File: src/rtl/regfile_onehot32.sv
// 32 x WIDTH register file fed by a one-hot write-select vector, with two combinational read ports.
// Optional same-cycle write-to-read forwarding is enabled by defining REGFILE_WRITE_BYPASS_EN.
module regfile_onehot32 #(
  parameter int unsigned WIDTH    = 64,
  parameter int unsigned ZERO_REG = 31
) (
  input  logic             clk,
  input  logic             reset,
  input  logic [31:0]      wrSel,
  input  logic [WIDTH-1:0] WriteData,
  input  logic [4:0]       ReadRegister1,
  input  logic [4:0]       ReadRegister2,
  output logic [WIDTH-1:0] ReadData1,
  output logic [WIDTH-1:0] ReadData2
);

  localparam logic [4:0] ZREG = 5'(ZERO_REG);

  logic [31:0][WIDTH-1:0] regs;
  logic [WIDTH-1:0]       rd1_p0;
  logic [WIDTH-1:0]       rd2_p0;

  // 32:1 read select built as an 8:1 stage on the low index bits, then a 4:1 stage.
  function automatic logic [WIDTH-1:0] read_mux(input logic [31:0][WIDTH-1:0] r,
                                                input logic [4:0]              a);
    logic [3:0][WIDTH-1:0] oct;
    logic [1:0]            grp;
    for (int g = 0; g < 4; g++) begin
      grp    = 2'(g);
      oct[g] = r[{grp, a[2:0]}];
    end
    return oct[a[4:3]];
  endfunction

  // Storage: each writable entry is its own load-enabled bank; writes are not prioritised,
  // so a multi-hot select loads the same data into every selected entry.
  for (genvar i = 0; i < 32; i++) begin : g_reg
    if (i == ZERO_REG) begin : g_zero
      logic sel_unused;
      assign sel_unused = wrSel[i];
      assign regs[i]    = '0;
    end else begin : g_ff
      logic [WIDTH-1:0] q_p0;
      always_ff @(posedge clk or posedge reset) begin
        if (reset) begin
          q_p0 <= '0;
        end else if (wrSel[i]) begin
          q_p0 <= WriteData;
        end
      end
      assign regs[i] = q_p0;
    end
  end

  assign rd1_p0 = read_mux(regs, ReadRegister1);
  assign rd2_p0 = read_mux(regs, ReadRegister2);

`ifdef REGFILE_WRITE_BYPASS_EN
  logic fwd1;
  logic fwd2;

  assign fwd1      = !reset && wrSel[ReadRegister1] && (ReadRegister1 != ZREG);
  assign fwd2      = !reset && wrSel[ReadRegister2] && (ReadRegister2 != ZREG);
  assign ReadData1 = fwd1 ? WriteData : rd1_p0;
  assign ReadData2 = fwd2 ? WriteData : rd2_p0;
`else
  logic [4:0] zreg_unused;
  assign zreg_unused = ZREG;
  assign ReadData1   = rd1_p0;
  assign ReadData2   = rd2_p0;
`endif

endmodule

File: config.mk
export PLATFORM = sky130hd
export DESIGN_NAME = regfile_onehot32
export DESIGN_NICKNAME = d
export VERILOG_FILES = /design/src/rtl/regfile_onehot32.sv
export SDC_FILE = /design/constraint.sdc
export NUM_CORES = 2
export LEC_CHECK = 0
export CAP_MARGIN = 20
export CORE_ASPECT_RATIO = 0.7
export CORE_UTILIZATION = 45
export CTS_BUF_LIST = sky130_fd_sc_hd__clkbuf_4 sky130_fd_sc_hd__clkbuf_8
export DETAILED_ROUTE_END_ITERATION = 7
export DONT_BUFFER_PORTS = 1
export PLACE_DENSITY = 0.56
export SYNTH_ARGS = -nofsm -noshare
export SYNTH_HDL_FRONTEND = slang
export SYNTH_SLANG_ARGS = --single-unit
File: constraint.sdc
create_clock -name clk -period 135.4 [get_ports clk]
set_input_delay 20.31 -clock clk [delete_from_list [all_inputs] [get_ports clk]]
set_output_delay 20.31 -clock clk [all_outputs]
set_load 0.02 [all_outputs]
==> results.cfg <==
[run_status]
status = complete, but fails checks
violations = max-slew violations

[global_routing]
grt_max_degree = 710
grt_pass1_wl_um = 523000
grt.total_usage_pct = 30.1
grt_pass1_vias = 70840
grt-ovfl-total = 0
antenna_found_initial = 10

[cells_and_area]
largest_reg_flops = 1984
drive_gt1_share_pct = 50.3
top_regs = g.g_ff.q_p0: 1984 flops
top_register = g.g_ff.q_p0
final_core_util_pct = 49.2
nNetsFinal = 7161
fillerInstances = 19984
syn2layout_area_growth_pct = 8.27

[worst_setup_path]
cp.required_ns = 115.09
path_class = input port to output pin
startpoint_type = input port
path_buf_inv = 2
worst_path_max_delay_cell = or2_4
cpMostUsedCell = buf_4
cp_cell_sequence = or2_4, buf_4, o21ai_0, nor2_1, nor4_1, buf_4
crit_family = simple AND/OR/NAND/NOR gates
slowest_delay_ns = 1.13
crit_path_end_kind = output pin
worstPathArrival_ns = 24.80
crit_fanout = 709

[timing]
maxSlewViolCount = 377
timing.final.crit_share_pct = 33.3
finalSetupViolCount = 0
fin_ws_ns = 90.29
skew_ns = 0
max_freq_mhz = 22.2
rsz0062_at_grt = false
period_needed_ns = 45.11
hold_viol = 0
setup_tns_ns = 0
worstMarginPinSlew_ns = 2.27
slew_headroom_pct = -51.0

[drt]
drtIter0Drc = 6687
drt_first_pass_iters = 5
totalWireLength_um = 359000
wl_per_cell_um = 34.6
wl_met3_um = 25300
ant_nets = 0
post_drt_via_cell_ratio = 6.57
via_count = 68221
drc = 0
top_layer = met5
wl_met1_um = 157000
wl_met2_um = 164000

[die]
dieArea_um2 = 238000
rows = 148
initial_core_util_pct = 45.5
pin_count = 236
core_um2 = 233000
die_h_um = 408
die_x_um = 582

[synth]
synth_nets = 7538
ys_seq_elements = 1984
ys_warn_count = 0
ys_types = 34
syn-cell-area_um2 = 106000
ys_seq_area_share_pct = 46.8
synth-async-reset-ratio_pct = 100
ys.flop_type = dfrtp_1
synth_cells = 7430
synth_edf_count = 0
synth_area_per_cell_um2 = 14.3

[clock_tree]
clk_latency_ns = 1.00
cts_buffer_depth = 4
clock-sinks = 1984
cts_resized = 0
cts_hold_buffers = 0
path_clk_slew_ns = 0.06
cts_tree = done
h-tree-depth = 5
clock-root-buffer = clkbuf_8
cts_setup_buffers = 0
cts_inserted_buffers = 335

[power]
power_density_nw_per_um2 = 13.2
ir_worst_vdd_mv = 0.00769
finalPower_w = 0.00152
p_leak_nw = 46.0

[place]
hpwl_um = 162000
pre_cts_ws_ns = 90.94
place_congestion = 0.762
portBuffers = 0

[flow_run]
max-cap-violations = 0

[hold_path]
worstHoldPathType = flip-flop to flip-flop
cell usage in the layout (no fill, tap or decap), types with 20 or more instances in the layout:
master / count
o211ai_1: 62
a221o_1: 63
o31ai_1: 64
nor4_1: 42
a22oi_1: 62
clkinv_2: 38
nor4_2: 20
mux4_2: 641
clkbuf_8: 438
o21ai_0: 65
a211oi_1: 67
mux2_2: 2302
dfrtp_1: 1984
nor2b_1: 69
o22ai_1: 189
clkbuf_4: 92
nand2_1: 63
nor2_1: 65
a21o_1: 66
a21oi_1: 190
o2bb2ai_1: 63
buf_4: 95
mux2i_1: 507
cell usage after synthesis, types with 2 or more instances:
cell          n  share of area, %
clkbuf_1    589               2.1
nor4_1       62              0.37
o22ai_1     189               1.1
nand2_1      66              0.23
nor2b_1      74              0.44
nor2_1       67              0.24
o2111a_1      2             0.021
mux2i_1     507               4.8
a211oi_1     67              0.47
buf_2       140              0.66
buf_4        21              0.15
or2_2         2             0.012
mux2_2     2302                24
o22a_1        2             0.017
a22oi_1      62              0.44
buf_6        15              0.16
mux4_2      641                14
nand2b_1      4             0.024
a221o_1      63              0.59
dfrtp_1    1984                47
o211ai_1     62              0.44
o21ai_0      65              0.31
buf_1        53              0.19
a221oi_1      2             0.017
o31ai_1      64              0.45
o2bb2ai_1    63              0.52
a21oi_1     190              0.90
a21o_1       66              0.47
cells by family (layout without fill, tap and decap cells):
kind of cell	after synthesis	in the layout	share of synthesized area, %
flip-flops	1984	1984	46.8
AND/OR/NAND/NOR	278	278	1.32
other	0	5	0
multiplexers	3450	3450	42.8
buffers and inverters	819	694	3.24
AO/OA/AOI/OAI	899	899	5.78
area by class of cell:
type	count	area, um2	area share, %
Multi-Input combinational cell	4627	53200	46.3
Sequential cell	1984	49600	43.2
Clock buffer	527	6700	5.83
Tap cell	3075	3850	3.35
Timing Repair Buffer	104	847	0.738
Clock inverter	62	557	0.485
Antenna cell	5	12.5	0.0109
Inverter	1	11.3	0.00981
metrics by stage:
step | instance area, um2 | cells | hold slack (ns)
after CTS | 115000 | 10378 | 0.524
final | 115000 | 10385 | 0.521
after global routing | 115000 | 10383 | 0.542
after detailed placement | 108000 | 9789 | 0.510
after floorplan | 106000 | 7430 | 0.490
after global placement | 107000 | 9788 | 0.503
report_power, final:
part	switching [W]	total, W	internal, W
registers	0.0000446	0.000698	0.000653
clock network	0.000263	0.000591	0.000328
logic	0.0000911	0.000229	0.000137
final timing paths:
path                                    startpoint  slack [ns]  cells after the start                      end
setup reg to reg           g_reg[24].g_ff.q_p0[13]      134.60                      1  g_reg[24].g_ff.q_p0[13]
min in group asynchronous                    reset       19.30                      1   g_reg[7].g_ff.q_p0[56]
setup / recovery                  ReadRegister2[1]       90.29                      6            ReadData2[41]
hold reg to reg             g_reg[25].g_ff.q_p0[1]        0.52                      1   g_reg[25].g_ff.q_p0[1]
max in group asynchronous                    reset      110.67                      7  g_reg[11].g_ff.q_p0[23]
hold / removal              g_reg[25].g_ff.q_p0[1]        0.52                      1   g_reg[25].g_ff.q_p0[1]
layer usage:
metal | up-vias | GRT usage, %
met3 | 692 | 6.04
met1 | 37169 | 42.5
met5 | - | 0
met2 | 2590 | 46.7
li1 | 27768 | -
met4 | 2 | 9.32
(Power assumes the default switching activity.)
